--- config.mk ---
export PLATFORM = sky130hd
export DESIGN_NAME = booth_mult_ctrl
export DESIGN_NICKNAME = d
export VERILOG_FILES = /design/src/rtl/mult_pkg.sv /design/src/rtl/mult_iter_counter.sv /design/src/rtl/booth_mult_ctrl.sv
export SDC_FILE = /design/constraint.sdc
export NUM_CORES = 1
export LEC_CHECK = 0
export BUFFER_PORTS_ARGS = -buffer_cell sky130_fd_sc_hd__buf_2
export CAP_MARGIN = 10
export CORE_AREA = 5 5 42 44
export DETAILED_ROUTE_END_ITERATION = 6
export DIE_AREA = 0 0 47 49
export MAX_ROUTING_LAYER = met4
export PLACE_DENSITY = 0.66
export SLEW_MARGIN = 25
export SYNTH_ARGS = -nofsm -noshare
export SYNTH_HDL_FRONTEND = slang
export SYNTH_SLANG_ARGS = --single-unit
--- constraint.sdc ---
create_clock -name clk -period 2.1 [get_ports clk]
set_input_delay 0.42 -clock clk [delete_from_list [all_inputs] [get_ports clk]]
set_output_delay 0.42 -clock clk [all_outputs]
set_load 0.01 [all_outputs]
--- src/rtl/mult_pkg.sv ---
`default_nettype none
// ============================================================================
// Module      : mult_pkg
// Description : Shared types and constants for the sequential radix-2 Booth
//               multiplier (controller and datapath).
//               - state_t    : controller state encoding
//               - BOOTH_ADD  : {q0,q_m1} pair that selects A <= A + M
//               - BOOTH_SUB  : {q0,q_m1} pair that selects A <= A - M
//               - MULT_WIDTH : default operand width / Booth iteration count
// Revision    : 1.0 - initial release
// ============================================================================
package mult_pkg;

    localparam int MULT_WIDTH = 4;

    localparam logic [1:0] BOOTH_ADD = 2'b01;
    localparam logic [1:0] BOOTH_SUB = 2'b10;

    typedef enum logic [2:0] {
        IDLE  = 3'd0,
        LOAD  = 3'd1,
        EVAL  = 3'd2,
        ADD   = 3'd3,
        SUB   = 3'd4,
        SHIFT = 3'd5,
        DONE  = 3'd6
    } state_t;

endpackage : mult_pkg
`default_nettype wire

--- src/rtl/mult_iter_counter.sv ---
`default_nettype none
// ============================================================================
// Module      : mult_iter_counter
// Description : Loadable down-counter tracking the remaining Booth iterations.
//               Load has priority over decrement; the count saturates at zero.
// Ports       : clk        - clock, rising edge
//               rst        - synchronous active-high reset (count -> 0)
//               i_load     - load i_load_val
//               i_load_val - value to load
//               i_dec      - decrement by one (ignored at zero)
//               o_cnt      - current count
//               o_zero     - count == 0
//               o_one      - count == 1
// Revision    : 1.0 - initial release
// ============================================================================
module mult_iter_counter #(
    parameter int CNT_W = 3
) (
    input  logic             clk,
    input  logic             rst,
    input  logic             i_load,
    input  logic [CNT_W-1:0] i_load_val,
    input  logic             i_dec,
    output logic [CNT_W-1:0] o_cnt,
    output logic             o_zero,
    output logic             o_one
);

    logic [CNT_W-1:0] r_cnt;

    always_ff @(posedge clk) begin
        if (rst) begin
            r_cnt <= '0;
        end else if (i_load) begin
            r_cnt <= i_load_val;
        end else if (i_dec && (r_cnt != '0)) begin
            // Guarded so the count can never wrap below zero.
            r_cnt <= r_cnt - CNT_W'(1);
        end
    end

    assign o_cnt  = r_cnt;
    assign o_zero = (r_cnt == '0);
    assign o_one  = (r_cnt == CNT_W'(1));

endmodule : mult_iter_counter
`default_nettype wire

--- src/rtl/booth_mult_ctrl.sv ---
`default_nettype none
// ============================================================================
// Module      : booth_mult_ctrl
// Description : Control unit for a sequential radix-2 Booth multiplier.
//               Sequences LOAD, then WIDTH iterations of EVAL/[ADD|SUB]/SHIFT,
//               then a one-cycle DONE. All outputs are registered alongside
//               the state, so nothing depends combinationally on the inputs.
// Ports       : clk      - clock, rising edge
//               rst      - synchronous active-high reset
//               start    - begin a multiplication (sampled only in IDLE)
//               q0       - multiplier-register LSB from the datapath
//               q_m1     - Q(-1) flip-flop from the datapath
//               load     - strobe: load operands, clear A and Q(-1)
//               add      - strobe: A <= A + M
//               sub      - strobe: A <= A - M
//               shift    - strobe: arithmetic right shift of {A,Q,Q(-1)}
//               busy     - high from LOAD through DONE inclusive
//               done     - one-cycle pulse, product valid this cycle
//               iter_cnt - remaining iterations
// Revision    : 1.0 - initial release
// ============================================================================
module booth_mult_ctrl
    import mult_pkg::*;
#(
    parameter int WIDTH = MULT_WIDTH,
    parameter int CNT_W = $clog2(WIDTH + 1)
) (
    input  logic             clk,
    input  logic             rst,
    input  logic             start,
    input  logic             q0,
    input  logic             q_m1,
    output logic             load,
    output logic             add,
    output logic             sub,
    output logic             shift,
    output logic             busy,
    output logic             done,
    output logic [CNT_W-1:0] iter_cnt
);

    localparam logic [CNT_W-1:0] C_ITER_INIT = CNT_W'(WIDTH);

    state_t r_state;
    logic   r_load;
    logic   r_add;
    logic   r_sub;
    logic   r_shift;
    logic   r_busy;
    logic   r_done;

    logic   w_cnt_load;
    logic   w_cnt_dec;
    logic   w_cnt_zero;
    logic   w_cnt_one;

    // The counter follows the registered state: it is loaded on the edge
    // leaving LOAD and decremented on the edge leaving SHIFT.
    assign w_cnt_load = (r_state == LOAD);
    assign w_cnt_dec  = (r_state == SHIFT);

    mult_iter_counter #(
        .CNT_W (CNT_W)
    ) u_iter_counter (
        .clk        (clk),
        .rst        (rst),
        .i_load     (w_cnt_load),
        .i_load_val (C_ITER_INIT),
        .i_dec      (w_cnt_dec),
        .o_cnt      (iter_cnt),
        .o_zero     (w_cnt_zero),
        .o_one      (w_cnt_one)
    );

    // Each branch assigns the outputs belonging to the state being entered,
    // so the registered outputs always describe the registered state.
    always_ff @(posedge clk) begin
        if (rst) begin
            r_state <= IDLE;
            r_load  <= 1'b0;
            r_add   <= 1'b0;
            r_sub   <= 1'b0;
            r_shift <= 1'b0;
            r_busy  <= 1'b0;
            r_done  <= 1'b0;
        end else begin
            r_load  <= 1'b0;
            r_add   <= 1'b0;
            r_sub   <= 1'b0;
            r_shift <= 1'b0;
            r_busy  <= 1'b1;
            r_done  <= 1'b0;
            case (r_state)
                IDLE: begin
                    if (start) begin
                        r_state <= LOAD;
                        r_load  <= 1'b1;
                    end else begin
                        r_state <= IDLE;
                        r_busy  <= 1'b0;
                    end
                end
                LOAD: begin
                    r_state <= EVAL;
                end
                EVAL: begin
                    case ({q0, q_m1})
                        BOOTH_ADD: begin
                            r_state <= ADD;
                            r_add   <= 1'b1;
                        end
                        BOOTH_SUB: begin
                            r_state <= SUB;
                            r_sub   <= 1'b1;
                        end
                        default: begin
                            r_state <= SHIFT;
                            r_shift <= 1'b1;
                        end
                    endcase
                end
                ADD, SUB: begin
                    r_state <= SHIFT;
                    r_shift <= 1'b1;
                end
                SHIFT: begin
                    // The zero term only matters if the count was somehow
                    // lost; it keeps the FSM from looping forever.
                    if (w_cnt_one || w_cnt_zero) begin
                        r_state <= DONE;
                        r_done  <= 1'b1;
                    end else begin
                        r_state <= EVAL;
                    end
                end
                DONE: begin
                    r_state <= IDLE;
                    r_busy  <= 1'b0;
                end
                default: begin
                    r_state <= IDLE;
                    r_busy  <= 1'b0;
                end
            endcase
        end
    end

    assign load  = r_load;
    assign add   = r_add;
    assign sub   = r_sub;
    assign shift = r_shift;
    assign busy  = r_busy;
    assign done  = r_done;

endmodule : booth_mult_ctrl
`default_nettype wire

==> results of run 1 <==
-- stage by stage --
stage               total power (uW)  hold slack, ps  setup slack [ps]  cell area (sq um)
floorplan                        303             531               823                562
global placement                 322             512               858                633
detailed placement               323             530               825                633
CTS                              506             394               794                669
global route                     536             384               668                669
finish                           499             398               773                669
-- worst register-to-register path, cell delays in order, from the launching register on --
cell and delay [ps]:
dfxtp_1 400, inv_1 90, ha_1 250, o21bai_1 200, a211oi_1 100, o21ba_2 200
-- where the power goes --
| group | total, uW | leakage, uW | internal, uW | switching [uW] |
|---|---|---|---|---|
| Combinational | 63.6 | 0.000193 | 28.9 | 34.7 |
| Clock | 181 | 0.0000210 | 105 | 75.9 |
| Sequential | 255 | 0.0000979 | 240 | 14.7 |
| Total | 499 | 0.000312 | 374 | 125 |
-- cells in the final DEF, fill, tap and decap left out, types with 2 or more instances in the layout --
cell type	synthesis	routed
nor2_1	4	4
buf_2	2	13
clkbuf_4	0	3
and3_1	2	2
inv_1	7	7
nand2b_1	2	2
ha_1	5	5
dfxtp_1	12	12
o21ai_0	2	2
a21oi_1	5	5
-- layout make-up --
class / instances / area share (%)
clock buffers: 4 / 5.42
inverters: 7 / 3.93
multi-input cells: 39 / 42.1
flip-flops and latches: 12 / 35.9
well taps: 16 / 2.99
repair buffers: 13 / 9.72
-- cells by family (layout without fill, tap and decap cells) --
kind of cell    Yosys count  after routing  share of synthesized area, %
compound gates           16             16                          19.4
fa+ha+maj                 5              5                          11.1
buf+inv                  10             24                          7.13
flops                    12             12                          42.8
simple gates             18             18                          19.6
-- per-layer routing --
layer | vias to the layer above | part of all wire [%] | global-route usage [%]
met5 | - | 0 | -
met4 | 0 | 0.36 | 2.76
met3 | 2 | 7.8 | 3.69
met2 | 21 | 45 | 14.5
met1 | 219 | 47 | 15.1
li1 | 242 | - | -
-- sequential cells by signal (all words and copies together) (netlist names) --
signal                flops
load                      1
shift                     1
r_state                   3
sub                       1
add                       1
busy                      1
done                      1
u_iter_counter.o_cnt      3
-- how the worst min path moves through the flow --
stage	start	to	slack, ps	cells past startpoint
3_3_place_gp	u_iter_counter.o_cnt[0]$_SDFFE_PP0P_	u_iter_counter.o_cnt[0]$_SDFFE_PP0P_	510	1
2_1_floorplan	u_iter_counter.o_cnt[2]$_SDFFE_PP0P_	u_iter_counter.o_cnt[2]$_SDFFE_PP0P_	530	2
5_1_grt	start	load$_SDFF_PP0_	380	2
3_5_place_dp	u_iter_counter.o_cnt[0]$_SDFFE_PP0P_	u_iter_counter.o_cnt[0]$_SDFFE_PP0P_	530	1
6_report	start	load$_SDFF_PP0_	400	2
4_1_cts	start	load$_SDFF_PP0_	390	2
==> impl_results.md, run 1 <==
* Status: finished, final reports clean
* Syn avg cell area at 9.21 sq um
* Commonest cells post-synth: dfxtp_1, inv_1, a21oi_1, ha_1, nor2_1
* Clk_lat worst skew at roughly 260 ps
* Synthesized cell area at 562 sq um
* CP Cell Sequence: inv_1, ha_1, o21bai_1, a211oi_1, o21ba_2
* Setup crit end: r_state[2]$_SDFF_PP0_
* Final Setup Violations at 0
* Number of unique standard cell types used by synthesis at 29
* FF+latch count, synth at 12
* Largest net degree at the start of global routing at 12
* Hold_buf cts at 0
* Footprint of the multi-input gates at around 280 sq um
* WL per Instance at 12.1 um
* Core Util, Final at 47.8%
* Clock Skew at 5.68 ps
* Share of post-route cells with drive strength above 1 at 24.0%
* Setup Fix Bufs, Post-CTS at 0
* Tmin final at 1330 ps
* Chip height at 49 um
* RSZ-0062 raised after global routing: false
* Post-synth EDFFs at 0
* Main flop type after synthesis: dfxtp_1
* CTS sink cnt at 12
* Vias per cell at 5.32
* FF-to-FF End: r_state[2]$_SDFF_PP0_
* Maximum clock rate at 753 MHz
* FF/Latch Area at between 200 and 250 sq um
* CP startpoint: u_iter_counter.o_cnt[0]$_SDFFE_PP0P_
* DRT antenna net count at 0
* I/O Pins at 14
* Drt initial violations at 18
* Max-slew violations at 0
* Pre-antenna DRT Iters at 4
* Worst EP required at around 2300 ps
* Worst R2R Path Depth at 5
* Initial antenna violation count at 0
* Slew Limit Headroom at 79.2%
* Worst hold path class: input pin to flip-flop
* Cell count after synthesis at 61
* TNS Setup at 0 ps
* Post-synthesis async set-or-reset flop share at 0%
* Max-Cap Viols at 0
* Layout Cells excl Fill at 91
* CP endpoint kind: flip-flop
* Top delay family on crit path: compound AO/OA/AOI/OAI gates
* Buf/Inv on CP at 1
* Clock transition at path regs at roughly 80 ps
* Synth top area share at 42.8%
* Fillers at about 140
* PwrDens at 746 mW/mm^2
* Syn_nets at between 70 and 80
* Resized Gates After CTS at 0
* Die X at 47 um
* Cells after DPL at 87
* Root Buffer: clkbuf_4
* Final nets at 86
* Global Route Usage Sum at 10.7%
* WP depth at 5
* Most common cell in the netlist: dfxtp_1
* H-tree Lvls at 1
* VDD IR-drop max at approximately 0.35 mV
* Initial Utilization at 40.1%
* Worst EP arrival at between 1000 and 1500 ps
* Total CTS buffers at 3
* Grt total ovfl at 0
* CP Launch Type: flip-flop
* RePlAce Congestion at 0.766
* Routed WL at about 1100 um
* Cell accounting for the most synthesized area: dfxtp_1
* Synth area leaders: dfxtp_1, ha_1, inv_1, a21oi_1, nor2_1
* Row cnt at 14
* Pleak at a little over 0.0003 uW
* Ys Warns at 0
* Crit path largest cell delay at 400 ps
* Critical Setup Path Class: flip-flop to flip-flop
* Reg-to-Reg Start: u_iter_counter.o_cnt[0]$_SDFFE_PP0P_
* Antenna Diode Count at 0
* Total die area at 0.00230 sq mm
* CP max-delay cell: dfxtp_1
* Crit share post-route at 63.2%
* Remaining DRCs at 0
* First-pass GRT wire length at 1820 um
* Final hold viol count at 0
* Core area at 0.00140 sq mm
* Worst-path maximum fanout at 5
* Worst slew pin tran at 311 ps
* Seq/Total Area, Yosys at about 43%
* R2r setup slk at roughly 770 ps
* Area growth, synth to finish at 19.2%
* Max Buffers Root-to-Sink at 2
* Vias in the first global route at 411
* DPL Wire Length at 808 um
* PortBufs at 13
* DR vias at 484
* CTS tree: done
Power figures use the tool's default switching activity.
==> run 2, diff against run 1 <==
--- a/config.mk
+++ b/config.mk
@@ -11,7 +11,7 @@
 export DETAILED_ROUTE_END_ITERATION = 6
 export DIE_AREA = 0 0 47 49
 export MAX_ROUTING_LAYER = met4
-export PLACE_DENSITY = 0.66
+export PLACE_DENSITY = 0.68
 export SLEW_MARGIN = 25
 export SYNTH_ARGS = -nofsm -noshare
 export SYNTH_HDL_FRONTEND = slang
==> constraint.sdc (replaced) <==
create_clock -name clk -period 1.1 [get_ports clk]
set_input_delay 0.22 -clock clk [delete_from_list [all_inputs] [get_ports clk]]
set_output_delay 0.22 -clock clk [all_outputs]
set_load 0.01 [all_outputs]
==> run 2 against run 1 <==
  * The run now ends with setup timing left
  * Worst setup slack lost 820 ps
  * Die area is the same
  * Total power grew 100%
  * Cell count grew 4.4%
  * Flip-flop and latch count is the same
  * Via count grew 4.8%
  * Hold slack lost 190 ps
  * Global-route usage grew 1.7 points
  * Cell area grew 15%
  * Routed wire length grew 16%
  * Critical path type unchanged
==> impl_results.md, run 2 (synthesis gave the netlist of run 1 again) <==
* Worst R2R Path Depth at 5 (unchanged)
* Hold_buf cts at 0 (unchanged)
* CP endpoint kind: flip-flop (unchanged)
* Worst EP arrival at 1310 ps (was 1490 ps)
* Chip height at 49 um (unchanged)
* VDD IR-drop max at 0.943 mV (was 0.347 mV)
* Vias in the first global route at 465 (was 411)
* Tmin final at 1140 ps (was 1330 ps)
* R2r setup slk at -40 ps (was 770 ps)
* CTS sink cnt at 12 (unchanged)
* Flop pwr share at 47.9% (was 51.0%)
* Routed WL at 1280 um (was 1100 um)
* Maximum clock rate at 873 MHz (was 753 MHz)
* Leading cell type in the layout, fill and taps excluded: buf_2 (unchanged)
* Hold path start: start (unchanged)
* FF-to-FF End: r_state[2]$_SDFF_PP0_ (unchanged)
* Vias per cell at 5.34 (was 5.32)
* PwrDens at 1300 mW/mm^2 (was 746 mW/mm^2)
* Share of post-route cells with drive strength above 1 at 45.6% (was 24.0%)
* Die X at 47 um (unchanged)
* Clk_lat worst skew at 270 ps (was 260 ps)
* Fillers at 140 (was 137)
* Root Buffer: clkbuf_4 (unchanged)
* Placed Area at 683 sq um (was 633 sq um)
* Area growth, synth to finish at 37.0% (was 19.2%)
* WL per Instance at 13.4 um (was 12.1 um)
* Final hold viol count at 0 (unchanged)
* Worst hold path class: input pin to flip-flop (unchanged)
* Status: complete, but fails checks (was finished, final reports clean)
* H-tree Lvls at 1 (unchanged)
* Final setup margin at -44.9 ps (was 773 ps)
* Worst EP required at 1260 ps (was 2270 ps)
* Pre-antenna DRT Iters at 4 (unchanged)
* Failing checks: setup timing
* Initial antenna violation count at 0 (unchanged)
* Largest net degree at the start of global routing at 11 (was 12)
* Layout Cells excl Fill at 95 (was 91)
* Clock transition at path regs at 80 ps (about the same)
* Clock Skew at 1.60 ps (was 5.68 ps)
* Worst slew pin tran at 266 ps (was 311 ps)
* Reg-to-Reg Start: u_iter_counter.o_cnt[0]$_SDFFE_PP0P_ (unchanged)
* DPL Wire Length at 881 um (was 808 um)
* Most frequent cells in the layout: buf_2, dfxtp_1, inv_1, a21oi_1 (was buf_2, dfxtp_1, inv_1)
* DRT antenna net count at 0 (unchanged)
* DR vias at 507 (was 484)
* Hold Path Depth at 2 (unchanged)
* Tot Pwr at 1000 uW (was 499 uW)
* I/O Pins at 14 (unchanged)
* CTS tree: done (unchanged)
* WL met2 at 616 um (was 495 um)
* Final nets at 90 (was 86)
* Internal power component at 740 uW (was 374 uW)
* Max Buffers Root-to-Sink at 2 (unchanged)
* Row cnt at 14 (unchanged)
* Max-Cap Viols at 0 (unchanged)
* Final Cell Area at 769 sq um (was 669 sq um)
* Slew Limit Headroom at 82.1% (was 79.2%)
* Part of the power in combinational logic at 16.6% (was 12.7%)
* Routed length on met3 at 71 um (was 86 um)
* Pleak at 0.000349 uW (was 0.000312 uW)
* Worst-path maximum fanout at 4 (was 5)
* Antenna Diode Count at 0 (unchanged)
* RSZ-0062 raised after global routing: true (was false)
* Sw Share at 26.0% (was 25.1%)
* Max-slew violations at 0 (unchanged)
* Setup slack after placement at -56.0 ps (was 825 ps)
* Total CTS buffers at 3 (unchanged)
* Final Setup Violations at 2 (was 0)
* Max Used Layer: met4 (unchanged)
* Grt total ovfl at 0 (unchanged)
* P_sw at 260 uW (was 125 uW)
* PortBufs at 13 (unchanged)
* Core area at 0.00140 sq mm (unchanged)
* Cells after DPL at 91 (was 87)
* Critical Setup Path Class: flip-flop to flip-flop (unchanged)
* CP Launch Type: flip-flop (unchanged)
* RePlAce Congestion at 0.770 (was 0.766)
* Total die area at 0.00230 sq mm (unchanged)
* Initial Utilization at 40.1% (unchanged)
* Global Route Usage Sum at 12.4% (was 10.7%)
* First-pass GRT wire length at 2020 um (was 1820 um)
* Crit share post-route at 104% (was 63.2%)
* Remaining DRCs at 0 (unchanged)
* Clk pwr share at 35.5% (was 36.3%)
* Met1 Wirelength at 562 um (was 519 um)
* Drt initial violations at 21 (was 18)
* Hold path endpoint: load$_SDFF_PP0_ (unchanged)
[run 2: changes by cell type in the layout (fill, tap and decap cells not counted), sizes merged]
cell	previous run	this run
buf	13	17
[run 2: repair_timing]
item,4_1_cts,5_1_grt
pin swaps,3,4
gates resized for setup,6,8
setup endpoints to repair,3,8
setup buffers,0,0
[run 2: per-layer routing]
layer  vias to the layer above  track usage [%]
met4                         0             4.15
li1                        252                -
met1                       237             16.0
met5                         -                -
met2                        14             18.3
met3                         4             3.32
[run 2: how the worst max path moves through the flow]
stage	startpoint	to	cells after the start
2_1_floorplan	u_iter_counter.o_cnt[1]$_SDFFE_PP0P_	r_state[2]$_SDFF_PP0_	5
3_3_place_gp	u_iter_counter.o_cnt[0]$_SDFFE_PP0P_	u_iter_counter.o_cnt[0]$_SDFFE_PP0P_	5
3_5_place_dp	u_iter_counter.o_cnt[0]$_SDFFE_PP0P_	u_iter_counter.o_cnt[0]$_SDFFE_PP0P_	5
4_1_cts	u_iter_counter.o_cnt[1]$_SDFFE_PP0P_	u_iter_counter.o_cnt[0]$_SDFFE_PP0P_	4
5_1_grt	u_iter_counter.o_cnt[1]$_SDFFE_PP0P_	r_state[2]$_SDFF_PP0_	5
6_report	u_iter_counter.o_cnt[0]$_SDFFE_PP0P_	r_state[2]$_SDFF_PP0_	5
[run 2: stage by stage]
step                hold slack, ps  TNS (ps)  util, %
finish                         204     -55.5     54.9
global route                   200      -242     54.9
CTS                            211     -24.0     53.8
detailed placement             488      -105     48.8
global placement               473     -29.3     48.8
floorplan                      366   -0.0674        -
[run 2: power groups by stage]
stage	clock network [uW]	logic, uW	registers (uW)
CTS	353	156	476
detailed placement	0	145	483
finish	355	166	478
global placement	0	142	483
floorplan	0	89.2	487
global route	388	184	484
[run 2: cell type report]
cell class | count | area (sq um) | area share, %
well taps | 16 | 20.0 | 2.60
multi-input cells | 39 | 328 | 42.6
flip-flops and latches | 12 | 249 | 32.4
inverters | 7 | 31.3 | 4.07
clock buffers | 4 | 36.3 | 4.72
repair buffers | 17 | 105 | 13.7
[run 2: worst max-delay path: stages (launching register included)]
cell and delay [ps]:
dfxtp_4 380, inv_4 40, ha_4 180, o21bai_4 150, a211oi_2 80, o21ba_2 200
==> run 3, diff against run 2 <==
--- a/config.mk
+++ b/config.mk
@@ -7,11 +7,14 @@
 export LEC_CHECK = 0
 export BUFFER_PORTS_ARGS = -buffer_cell sky130_fd_sc_hd__buf_2
 export CAP_MARGIN = 10
-export CORE_AREA = 5 5 42 44
+export CELL_PAD_IN_SITES_DETAIL_PLACEMENT = 0
+export CELL_PAD_IN_SITES_GLOBAL_PLACEMENT = 1
+export CORE_MARGIN = 5
+export CORE_UTILIZATION = 33
 export DETAILED_ROUTE_END_ITERATION = 6
-export DIE_AREA = 0 0 47 49
+export HOLD_SLACK_MARGIN = 0.1
 export MAX_ROUTING_LAYER = met4
-export PLACE_DENSITY = 0.68
+export PLACE_DENSITY_LB_ADDON = 0.1
 export SLEW_MARGIN = 25
 export SYNTH_ARGS = -nofsm -noshare
 export SYNTH_HDL_FRONTEND = slang
==> run 3 against run 2 <==
  * Non-clock buffer count unchanged
  * Critical path depth down 3
  * Global-route usage down 2.1 points
  * Combinational power about the same
  * The flow still finishes with violations (setup timing)
  * Highest routed layer unchanged
  * First-iteration DRC count down 29%
  * Critical path type is now flip-flop to primary output
==> impl_results.md, run 3 (synthesis gave the netlist of run 1 again) <==
* DR vias at 501 (was 507)
* Final Setup Violations at 2 (unchanged)
* Maximum clock rate at 898 MHz (was 873 MHz)
* Clock Skew at 10.2 ps (was 1.60 ps)
* Worst R2R Path Depth at 5 (unchanged)
* Max Buffers Root-to-Sink at 2 (unchanged)
* Root Buffer: clkbuf_4 (unchanged)
* Area growth, synth to finish at 40.1% (was 37.0%)
* WL per Instance at 12.8 um (was 13.4 um)
* Worst slew pin tran at 231 ps (was 266 ps)
* I/O Pins at 14 (unchanged)
* Most frequent cells in the layout: buf_2, dfxtp_1, inv_1, a21oi_1 (unchanged)
* Worst EP arrival at 890 ps (was 1310 ps)
* CTS sink cnt at 12 (unchanged)
* Grt total ovfl at 0 (unchanged)
* Drt initial violations at 15 (was 21)
* Largest net degree at the start of global routing at 11 (unchanged)
* Total CTS buffers at 3 (unchanged)
* First-pass GRT wire length at 1830 um (was 2020 um)
* Pleak at 0.000352 uW (was 0.000349 uW)
* Setup slack after placement at -22.5 ps (was -56.0 ps)
* Share of post-route cells with drive strength above 1 at 48.1% (was 45.6%)
* Leading cell type in the layout, fill and taps excluded: buf_2 (unchanged)
* Status: complete, but fails checks (unchanged)
* DPL Wire Length at 829 um (was 881 um)
* Tot Pwr at 1010 uW (was 1000 uW)
* Antenna Diode Count at 0 (unchanged)
* VDD IR-drop max at 0.549 mV (was 0.943 mV)
* PwrDens at 1290 mW/mm^2 (was 1300 mW/mm^2)
* Critical Setup Path Class: flip-flop to primary output (was flip-flop to flip-flop)
* RSZ-0062 raised after global routing: true (unchanged)
* Core area at 0.00167 sq mm (was 0.00140 sq mm)
* Final setup margin at -13.9 ps (was -44.9 ps)
* CP endpoint kind: primary output (was flip-flop)
* FF-to-FF End: r_state[2]$_SDFF_PP0_ (unchanged)
* RePlAce Congestion at 0.762 (was 0.770)
* Initial Utilization at 33.6% (was 40.1%)
* Die X at 51.3 um (was 47 um)
* Final nets at 90 (unchanged)
* Total die area at 0.00263 sq mm (was 0.00230 sq mm)
* Worst EP required at 880 ps (was 1260 ps)
* Initial antenna violation count at 0 (unchanged)
* Row cnt at 15 (was 14)
* Vias per cell at 5.22 (was 5.34)
* Fillers at 161 (was 140)
* CTS tree: done (unchanged)
* Setup Fix Bufs, Post-CTS at 0 (unchanged)
* Clk_lat worst skew at 290 ps (was 270 ps)
* Worst hold path class: input pin to flip-flop (unchanged)
* H-tree Lvls at 1 (unchanged)
* DRT antenna net count at 0 (unchanged)
* Reg-to-Reg Start: u_iter_counter.o_cnt[1]$_SDFFE_PP0P_ (was u_iter_counter.o_cnt[0]$_SDFFE_PP0P_)
* Crit share post-route at 101% (was 104%)
* Final hold viol count at 0 (unchanged)
* Setup crit end: iter_cnt[0] (was r_state[2]$_SDFF_PP0_)
* Global Route Usage Sum at 10.2% (was 12.4%)
* Routed WL at 1230 um (was 1280 um)
* Max-Cap Viols at 0 (unchanged)
* Clock transition at path regs at 90 ps (was 80 ps)
* Worst-path maximum fanout at 3 (was 4)
* Pre-antenna DRT Iters at 5 (was 4)
* CP Launch Type: flip-flop (unchanged)
* CP startpoint: u_iter_counter.o_cnt[0]$_SDFFE_PP0P_ (unchanged)
* Failing checks: setup timing (unchanged)
* R2r setup slk at 0 ps (was -40 ps)
* Vias in the first global route at 411 (was 465)
* Tmin final at 1110 ps (was 1140 ps)
* PortBufs at 13 (unchanged)
* Max-slew violations at 0 (unchanged)
* Remaining DRCs at 0 (unchanged)
* Chip height at 51.3 um (was 49 um)
* Slew Limit Headroom at 84.5% (was 82.1%)
* Hold_buf cts at 0 (unchanged)
run 3: worst min path at each step:
stage,from,end,slack (ps),cells after the start
after floorplan,start,load$_SDFF_PP0_,370,1
after global placement,start,load$_SDFF_PP0_,470,2
after detailed placement,start,load$_SDFF_PP0_,480,2
after CTS,start,load$_SDFF_PP0_,170,2
after global routing,start,load$_SDFF_PP0_,170,2
final,start,load$_SDFF_PP0_,170,2
run 3: critical path, cell delays in order (launching register included):
cell and delay, ps:
dfxtp_4 360, buf_4 140, buf_6 110
run 3: metal layers:
metal / up-vias / share of wire (%) / track usage, %
li1: 254 / - / -
met5: - / 0 / -
met1: 220 / 46 / 12.9
met2: 22 / 43 / 12.4
met3: 5 / 7.1 / 4.37
met4: 0 / 3.6 / 7.86
run 3: where the power goes:
group	total, uW	internal, uW	leakage (uW)	switching (uW)
combinational	167	81.4	0.000231	85.3
clock	369	202	0.0000210	167
sequential	479	457	0.000100	22.1
run 3: area by class of cell:
cell class / count / area, sq um / area share (%)
Multi-Input combinational cell: 39 / 352 / 44.7
Clock buffer: 4 / 36.3 / 4.61
Timing Repair Buffer: 17 / 101 / 12.9
Sequential cell: 12 / 248 / 31.5
Tap cell: 17 / 21.3 / 2.70
Inverter: 7 / 28.8 / 3.66
run 3: timing repair:
item                       CTS  global route
gates resized for setup      1            14
setup endpoints to repair    3             6
pin swaps                    3             5
hold endpoints to repair     0             0
run 3: through the flow:
stage	utilization [%]	area [sq um]	setup TNS (ps)	std cells	hold WS [ps]
global placement	41.0	684	-23.5	92	471
detailed placement	41.0	684	-22.6	92	475
finish	47.1	787	-17.7	96	171
global route	47.1	787	-249	96	169
floorplan	-	582	-0.0674	61	366
CTS	43.5	727	-60.5	96	168
